===== src/rtl/fifo_infill_wrapper_if.sv =====
// Stream and CSR signals of the free-pointer FIFO, grouped for port connection.
interface fifo_infill_wrapper_if #(
  parameter int DATA_W = 8
);
  logic [2:0]        csr_address;
  logic              csr_read;
  logic              csr_write;
  logic [31:0]       csr_writedata;
  logic [31:0]       csr_readdata;
  logic [DATA_W-1:0] in_data;
  logic              in_valid;
  logic              in_ready;
  logic [DATA_W-1:0] out_data;
  logic              out_valid;
  logic              out_ready;

  modport slave (
    input  csr_address, csr_read, csr_write, csr_writedata,
    input  in_data, in_valid, out_ready,
    output csr_readdata, in_ready, out_data, out_valid
  );

  modport master (
    output csr_address, csr_read, csr_write, csr_writedata,
    output in_data, in_valid, out_ready,
    input  csr_readdata, in_ready, out_data, out_valid
  );
endinterface


===== src/rtl/fifo_infill_wrapper.sv =====
// Show-ahead single-clock FIFO with fill-level CSR, used as the free-pointer list.
// Define FIFO_CHECK_EN to compile in overflow/underflow simulation checks.
module fifo_infill_wrapper #(
  parameter int SYMBOLS_PER_BEAT = 1,
  parameter int BITS_PER_SYMBOL  = 8,
  parameter int FIFO_DEPTH       = 16
) (
  input  logic                   clk,
  input  logic                   reset,
  fifo_infill_wrapper_if.slave   bus
);
  localparam int W  = SYMBOLS_PER_BEAT * BITS_PER_SYMBOL;
  localparam int AW = $clog2(FIFO_DEPTH);
  localparam logic [AW:0] FILL_MAX = (AW+1)'(FIFO_DEPTH);

  logic [W-1:0]  mem_q [FIFO_DEPTH];
  logic [AW-1:0] wr_ptr_q, wr_ptr_d;
  logic [AW-1:0] rd_ptr_q, rd_ptr_d;
  logic [AW:0]   fill_q, fill_d;
  logic [31:0]   csr_q, csr_d;
  logic          push, pop;
  logic          unused_ok;

  assign bus.in_ready     = (fill_q < FILL_MAX);
  assign bus.out_valid    = (fill_q != '0);
  // Gate the asynchronous RAM read so an empty FIFO presents zero data.
  assign bus.out_data     = bus.out_valid ? mem_q[rd_ptr_q] : '0;
  assign bus.csr_readdata = csr_q;
  assign unused_ok        = ^{bus.csr_write, bus.csr_writedata};

  always_comb begin
    push     = bus.in_valid && bus.in_ready;
    pop      = bus.out_valid && bus.out_ready;
    wr_ptr_d = wr_ptr_q + AW'(push);
    rd_ptr_d = rd_ptr_q + AW'(pop);
    fill_d   = fill_q + (AW+1)'(push) - (AW+1)'(pop);
    csr_d    = csr_q;
    if (bus.csr_read) begin
      case (bus.csr_address)
        3'd0:    csr_d = 32'(fill_q);
        3'd1:    csr_d = 32'(FIFO_DEPTH);
        default: csr_d = '0;
      endcase
    end
  end

  always_ff @(posedge clk or negedge reset) begin
    if (!reset) begin
      wr_ptr_q <= '0;
      rd_ptr_q <= '0;
      fill_q   <= '0;
      csr_q    <= '0;
    end else begin
      wr_ptr_q <= wr_ptr_d;
      rd_ptr_q <= rd_ptr_d;
      fill_q   <= fill_d;
      csr_q    <= csr_d;
    end
  end

  always_ff @(posedge clk) begin
    if (push) mem_q[wr_ptr_q] <= bus.in_data;
  end

`ifdef FIFO_CHECK_EN
  always_ff @(posedge clk) begin
    if (reset && bus.in_valid && !bus.in_ready)
      $fatal(1, "fifo_infill_wrapper: push while full");
    if (reset && bus.out_ready && !bus.out_valid)
      $fatal(1, "fifo_infill_wrapper: pop while empty");
  end
`else
  // Overflow/underflow attempts are dropped by the push/pop qualifiers above.
`endif
endmodule


===== src/flat_wrapper.sv =====
// flat-port wrapper written by rule: the top's interface ports become plain ports
module fifo_infill_wrapper_flat 
#(
  parameter int SYMBOLS_PER_BEAT = 1,
  parameter int BITS_PER_SYMBOL  = 8,
  parameter int FIFO_DEPTH       = 16
)
  (clk, reset, bus_csr_address, bus_csr_read, bus_csr_write, bus_csr_writedata, bus_in_data, bus_in_valid, bus_out_ready, bus_csr_readdata, bus_in_ready, bus_out_data, bus_out_valid);
  fifo_infill_wrapper_if #(.DATA_W(8)) bus_i ();
  input  logic clk;
  input  logic reset;
  input wire logic [$bits(bus_i.csr_address)-1:0] bus_csr_address;
  input wire logic [$bits(bus_i.csr_read)-1:0] bus_csr_read;
  input wire logic [$bits(bus_i.csr_write)-1:0] bus_csr_write;
  input wire logic [$bits(bus_i.csr_writedata)-1:0] bus_csr_writedata;
  input wire logic [$bits(bus_i.in_data)-1:0] bus_in_data;
  input wire logic [$bits(bus_i.in_valid)-1:0] bus_in_valid;
  input wire logic [$bits(bus_i.out_ready)-1:0] bus_out_ready;
  output wire logic [$bits(bus_i.csr_readdata)-1:0] bus_csr_readdata;
  output wire logic [$bits(bus_i.in_ready)-1:0] bus_in_ready;
  output wire logic [$bits(bus_i.out_data)-1:0] bus_out_data;
  output wire logic [$bits(bus_i.out_valid)-1:0] bus_out_valid;
  assign bus_i.csr_address = bus_csr_address;
  assign bus_i.csr_read = bus_csr_read;
  assign bus_i.csr_write = bus_csr_write;
  assign bus_i.csr_writedata = bus_csr_writedata;
  assign bus_i.in_data = bus_in_data;
  assign bus_i.in_valid = bus_in_valid;
  assign bus_i.out_ready = bus_out_ready;
  assign bus_csr_readdata = bus_i.csr_readdata;
  assign bus_in_ready = bus_i.in_ready;
  assign bus_out_data = bus_i.out_data;
  assign bus_out_valid = bus_i.out_valid;
  fifo_infill_wrapper #(.SYMBOLS_PER_BEAT(SYMBOLS_PER_BEAT), .BITS_PER_SYMBOL(BITS_PER_SYMBOL), .FIFO_DEPTH(FIFO_DEPTH)) u_core (.clk(clk), .reset(reset), .bus(bus_i));
endmodule

===== config.mk =====
export PLATFORM = sky130hd
export DESIGN_NAME = fifo_infill_wrapper_flat
export DESIGN_NICKNAME = d
export VERILOG_FILES = /design/src/rtl/fifo_infill_wrapper_if.sv /design/src/rtl/fifo_infill_wrapper.sv /design/src/flat_wrapper.sv
export SDC_FILE = /design/constraint.sdc
export NUM_CORES = 1
export LEC_CHECK = 0
export BUFFER_PORTS_ARGS = -buffer_cell sky130_fd_sc_hd__buf_2
export CAP_MARGIN = 20
export CELL_PAD_IN_SITES_DETAIL_PLACEMENT = 1
export CELL_PAD_IN_SITES_GLOBAL_PLACEMENT = 2
export CORE_UTILIZATION = 35
export DETAILED_ROUTE_END_ITERATION = 16
export PLACE_DENSITY = 0.79
export SLEW_MARGIN = 15
export SYNTH_ARGS = -nofsm -noshare
export SYNTH_HDL_FRONTEND = slang
export SYNTH_SLANG_ARGS = --single-unit

===== constraint.sdc =====
create_clock -name clk -period 2.4 [get_ports clk]
set_input_delay 0.12 -clock clk [delete_from_list [all_inputs] [get_ports clk]]
set_output_delay 0.12 -clock clk [all_outputs]
set_load 0.01 [all_outputs]

==> results of run 1 <==
==> cell usage after synthesis (all sizes together), types with 2 or more instances <==
cell type	count
edfxtp	128
buf	37
mux4	25
dfrtp	18
nand3	17
nor2	16
a22oi	14
mux2i	14
inv	11
ha	10
o211ai	7
clkbuf	5
nand2	5
nor3	5
o22ai	4
xnor2	4
xor2	4
mux2	3
nor2b	3
a21oi	2
and2	2
nand2b	2
nand3b	2
==> registers in the layout (all words and copies together), names as in the netlist <==
| name | count |
|---|---|
| u_core.wr_ptr_q | 4 |
| u_core.rd_ptr_q | 4 |
| u_core.bus.csr_readdata | 5 |
| u_core.mem_q | 128 |
| u_core.fill_q | 5 |
==> layer usage <==
layer	GRT usage	vias to the layer above	wire (microns)
met1	0.205	1705	5610
met2	0.287	102	7150
li1	-	1438	-
met4	0.0625	0	193
met3	0.0495	16	825
met5	0	-	0
==> logic make-up (layout without fill, tap and decap cells) <==
family / Yosys count / after routing / share of synthesized area
flops: 146 / 146 / 0.705
simple gates: 55 / 57 / 0.0458
buf+inv: 53 / 113 / 0.0569
mux: 42 / 42 / 0.121
compound gates: 29 / 29 / 0.0359
fa+ha+maj: 11 / 11 / 0.0238
xor+xnor: 8 / 8 / 0.0115
other cells: 1 / 27 / 0.000615
==> critical path, cell delays in order (launching register included) <==
cell and delay, ns:
dfrtp_1 0.40, inv_2 0.09, ha_4 0.12, or4b_4 0.45, and2_4 0.17, ha_4 0.26
inv_4 0.03, ha_4 0.15, fa_2 0.36, a21oi_2 0.12, nor2_1 0.05, nor2_1 0.12
xnor2_1 0.13
==> layout make-up <==
type                       instances  area (sq um)
fill                            1692          9540
sequential                       146          4300
multi-input combinational        174          1660
timing repair buffer              70           469
clock buffer                      19           433
tap                              220           275
clock inverter                    13          95.1
inverter                          11          43.8
==> final timing paths <==
kind / endpoint / slack, ns / startpoint
max: u_core.fill_q[4] / -0.14 / u_core.fill_q[2]
min: u_core.bus.csr_readdata[1] / 0.02 / bus_csr_read
max in group asynchronous: u_core.rd_ptr_q[0] / 1.89 / reset
min reg2reg: u_core.bus.csr_readdata[4] / 0.52 / u_core.bus.csr_readdata[4]
min in group asynchronous: u_core.bus.csr_readdata[2] / 0.16 / reset
max reg2reg: u_core.fill_q[4] / -0.14 / u_core.fill_q[2]
==> timing repair <==
action,in CTS,in global routing
endpoints found under the setup margin,10,11
hold endpoints to repair,18,0
pin swaps,9,12
gates resized for setup,19,3
gates cloned,2,0
hold buffers,1,0
setup buffers,3,3
==> power by group <==
part           leakage, nW  internal, mW  total, mW  switching [mW]
clock network        0.250          1.40       2.36           0.967
logic                0.999          1.44       3.02            1.59
registers             1.37          3.05       3.30           0.245
==> impl_metrics.tcl, run 1 <==
set metrics [dict create \
    period_share 1.06 \
    setup_tns_ns -0.448 \
    netlist_top_cells_area "edfxtp_1 63%, mux4_2 9.2%, dfrtp_1 7.4%" \
    whs_path_depth 2 \
    h-tree-depth 4 \
    drc_errors 0 \
    routed_wl_microns 13800 \
    dpl.hpwl_microns 8970 \
    synth_top_flop_cell "edfxtp_1" \
    violations "setup timing" \
    grt_use_total 0.170 \
    finalCriticalPeriod_ns 2.54 \
    clkSlewWorstSetupHoldPaths_ns 0.06 \
    fmax_ghz 0.394 \
    grt_max_degree 22 \
    antenna_cells 0 \
    final-instance-count-excl-fill 653 \
    area.growth.synth_to_final_pct 19.4 \
    outcome "finished with violations" \
    netlist_area_sq_um 6090 \
    fp.dieW_microns 134 \
    cp_max_fo 2 \
    cts_root_buf "clkbuf_16" \
    critical_path_class "flip-flop to flip-flop" \
    dp_slack_ns -0.240 \
    postSynth.asyncResetShare 0.123 \
    rsz0062_at_grt "true" \
    ys_types 35 \
    fin_worst_skew_ns 0.00759 \
    min_path_type "primary input to flip-flop" \
    numCtsBuffers 17 \
    drtIter0Drc 222 \
    core.rowCount 47 \
    finalHoldViolCount 0 \
    vias_per_cell 4.99 \
    clk_latency_ns 0.42 \
    ys_ff_latch 146 \
    critPathCaptureType "flip-flop" \
    power.density_nw_per_um2 1190 \
    fin_ws_ns -0.138 \
    drv_cap 0 \
    core_area_sq_um 16800 \
    yosysTopAreaCell "edfxtp_1" \
    antenna_found_initial 0 \
    io_buffer_count 30 \
    final_common_cell "edfxtp_1" \
    first_global_vias 3587 \
    clockBufferDepth 2 \
    mostFrequentLayoutCells "128 x edfxtp_1, 37 x buf_4, 30 x buf_2, 27 x conb_1, 25 x mux4_2" \
    final_area_sq_um 7270 \
    yosysWarnings 0 \
    synth_edf_count 128 \
    drt-pass1-iter-count 4 \
    ys_seq_area_frac 0.705 \
    antenna_left 0 \
    cts_sinks 146 \
    layout.nets 480 \
    die_y_microns 134 \
    initial_core_util 0.362 \
    gp_congestion 0.802 \
    synth_top_cell_area_share 0.631 \
    dp.cells 612 \
    whs_ns 0.0205 \
    synthCells 345 \
    post_drt_wl_per_cell_microns 21.1 \
    totalPowerFinal_mw 8.69 \
    drive_above_1_share 0.342 \
    p_leak_nw 2.62 \
    grt-ovfl-total 0 \
    arrival_ns 2.88 \
    synth_area_per_cell_sq_um 17.7 \
    cts_tree "built" \
    ios 91 \
    vias 3261 \
    max-vdd-ir-drop_v 0.000631 \
    dpl_cell_area_sq_um 6590 \
    setup_violations 8 \
    cp-start-kind "flip-flop" \
    die_area_sq_um 17900 \
    crit_required_ns 2.74 \
    finish.utilization 0.433 \
    slew_viol_final 0 \
    grt_pass1_wl_microns 21300 \
    ff2ff_path_depth 12 \
]
(Power assumes the default switching activity.)
==> inputs of run 2 (changes only) <==
- CORE_ASPECT_RATIO: default -> 1.2
==> impl_metrics.tcl, run 2 (synthesis results as in run 1) <==
set metrics [dict create \
    dp_slack_ns -0.212 \
    period_share 1.06 \
    setup_tns_ns -0.982 \
    fmax_ghz 0.392 \
    totalPowerFinal_mw 9.15 \
    antenna_left 0 \
    fp.dieW_microns 122 \
    drtIter0Drc 219 \
    slew_viol_final 0 \
    fin_ws_ns -0.151 \
    largest_reg_flops 128 \
    critPathCaptureType "flip-flop" \
    drc_errors 0 \
    crit_required_ns 2.74 \
    cts_tree "built" \
    gp_congestion 0.733 \
    setup_violations 10 \
    grt_max_degree 25 \
    clockBufferDepth 2 \
    clk_latency_ns 0.42 \
    min_path_type "primary input to flip-flop" \
    final_common_cell "edfxtp_1" \
    cts_root_buf "clkbuf_16" \
    cts_sinks 146 \
    outcome "finished with violations" \
    grt_pass1_wl_microns 21200 \
    grt_use_total 0.168 \
    first_global_vias 3528 \
    cp_max_fo 2 \
    drv_cap 0 \
    area.growth.synth_to_final_pct 21.5 \
    h-tree-depth 4 \
    power.density_nw_per_um2 1240 \
    mostFrequentLayoutCells "128 x edfxtp_1, 42 x buf_4, 30 x buf_2, 27 x conb_1, 25 x mux4_2" \
    drive_above_1_share 0.351 \
    tightest_slew_ns 0.591 \
    max-vdd-ir-drop_v 0.000628 \
    arrival_ns 2.89 \
    critical_path_class "flip-flop to flip-flop" \
    antenna_found_initial 0 \
    drt-pass1-iter-count 4 \
    die_y_microns 147 \
    layout.nets 486 \
    io_buffer_count 30 \
    num-fill-cells 1662 \
    post_drt_wl_per_cell_microns 21.0 \
    die_area_sq_um 17900 \
    multi_input_area_sq_um 1630 \
    cp-start-kind "flip-flop" \
    top_register "u_core.mem_q" \
    slew_headroom 0.606 \
    routed_wl_microns 13800 \
    rsz0062_at_grt "true" \
    clkSlewWorstSetupHoldPaths_ns 0.06 \
    p_leak_nw 2.70 \
    numCtsBuffers 17 \
    dpl.hpwl_microns 9100 \
    antenna_cells 0 \
    vias 3286 \
    violations "setup timing" \
    core.rowCount 52 \
    fin_worst_skew_ns 0.00720 \
    ios 91 \
    core_area_sq_um 17000 \
    grt-ovfl-total 0 \
    finalCriticalPeriod_ns 2.55 \
    ff_latch_area_sq_um 4300 \
    initial_core_util 0.359 \
    finalHoldViolCount 0 \
    vias_per_cell 5.02 \
]
==> run 2: repair_timing <==
action / CTS / global route
gates cloned: 1 / 0
hold buffers: 2 / 0
resized for setup: 20 / 4
hold endpoints to repair: 22 / 0
buffers inserted: 4 / 2
pin swaps: 11 / 7
endpoints found under the setup margin: 10 / 11
==> run 2: power breakdown <==
part | leakage, nW | switching (mW) | total, mW | internal [mW]
Clock | 0.305 | 0.989 | 2.81 | 1.82
Sequential | 1.37 | 0.264 | 3.32 | 3.05
Combinational | 1.02 | 1.56 | 3.02 | 1.46
Total | 2.70 | 2.81 | 9.15 | 6.34
==> run 2: metrics by stage <==
step                      area (sq um)  hold slack, ns  instances   util
after floorplan                   6200          -0.176        371      -
after global placement            6620          0.0785        615  0.390
after detailed placement          6620          0.0827        615  0.390
after CTS                         7380          0.0659        654  0.435
after global routing              7400          0.0841        655  0.436
final                             7400          0.0812        655  0.436
==> run 2: final timing paths <==
kind | from | end | slack (ns) | cells after the start
setup / recovery | u_core.fill_q[3] | u_core.fill_q[4] | -0.15 | 12
hold reg to reg | u_core.bus.csr_readdata[4] | u_core.bus.csr_readdata[4] | 0.52 | 1
setup reg to reg | u_core.fill_q[3] | u_core.fill_q[4] | -0.15 | 12
min in group asynchronous | reset | u_core.fill_q[4] | 0.16 | 2
hold / removal | bus_csr_address[0] | u_core.bus.csr_readdata[3] | 0.08 | 3
max in group asynchronous | reset | u_core.rd_ptr_q[0] | 1.90 | 2
==> run 2: critical path, stage by stage, from the launching register on <==
cell	delay [ns]
dfrtp_1	0.40
inv_2	0.09
ha_4	0.11
or4b_4	0.45
and2_4	0.17
ha_4	0.26
inv_4	0.03
ha_4	0.15
fa_2	0.35
a21oi_2	0.14
nor2_1	0.06
nor2_1	0.13
xnor2_1	0.14
==> run 2: layout make-up <==
| class | instances | area share |
|---|---|---|
| Sequential cell | 146 | 0.581 |
| Clock buffer | 19 | 0.0585 |
| Timing Repair Buffer | 78 | 0.0722 |
| Inverter | 11 | 0.00592 |
| Multi-Input combinational cell | 172 | 0.221 |
| Tap cell | 216 | 0.0365 |
| Clock inverter | 13 | 0.0257 |
==> run 2: layer usage <==
layer	track usage	wire length, microns
met1	0.205	5700
met2	0.276	7200
met3	0.0445	560
met4	0.0768	297
met5	0	0
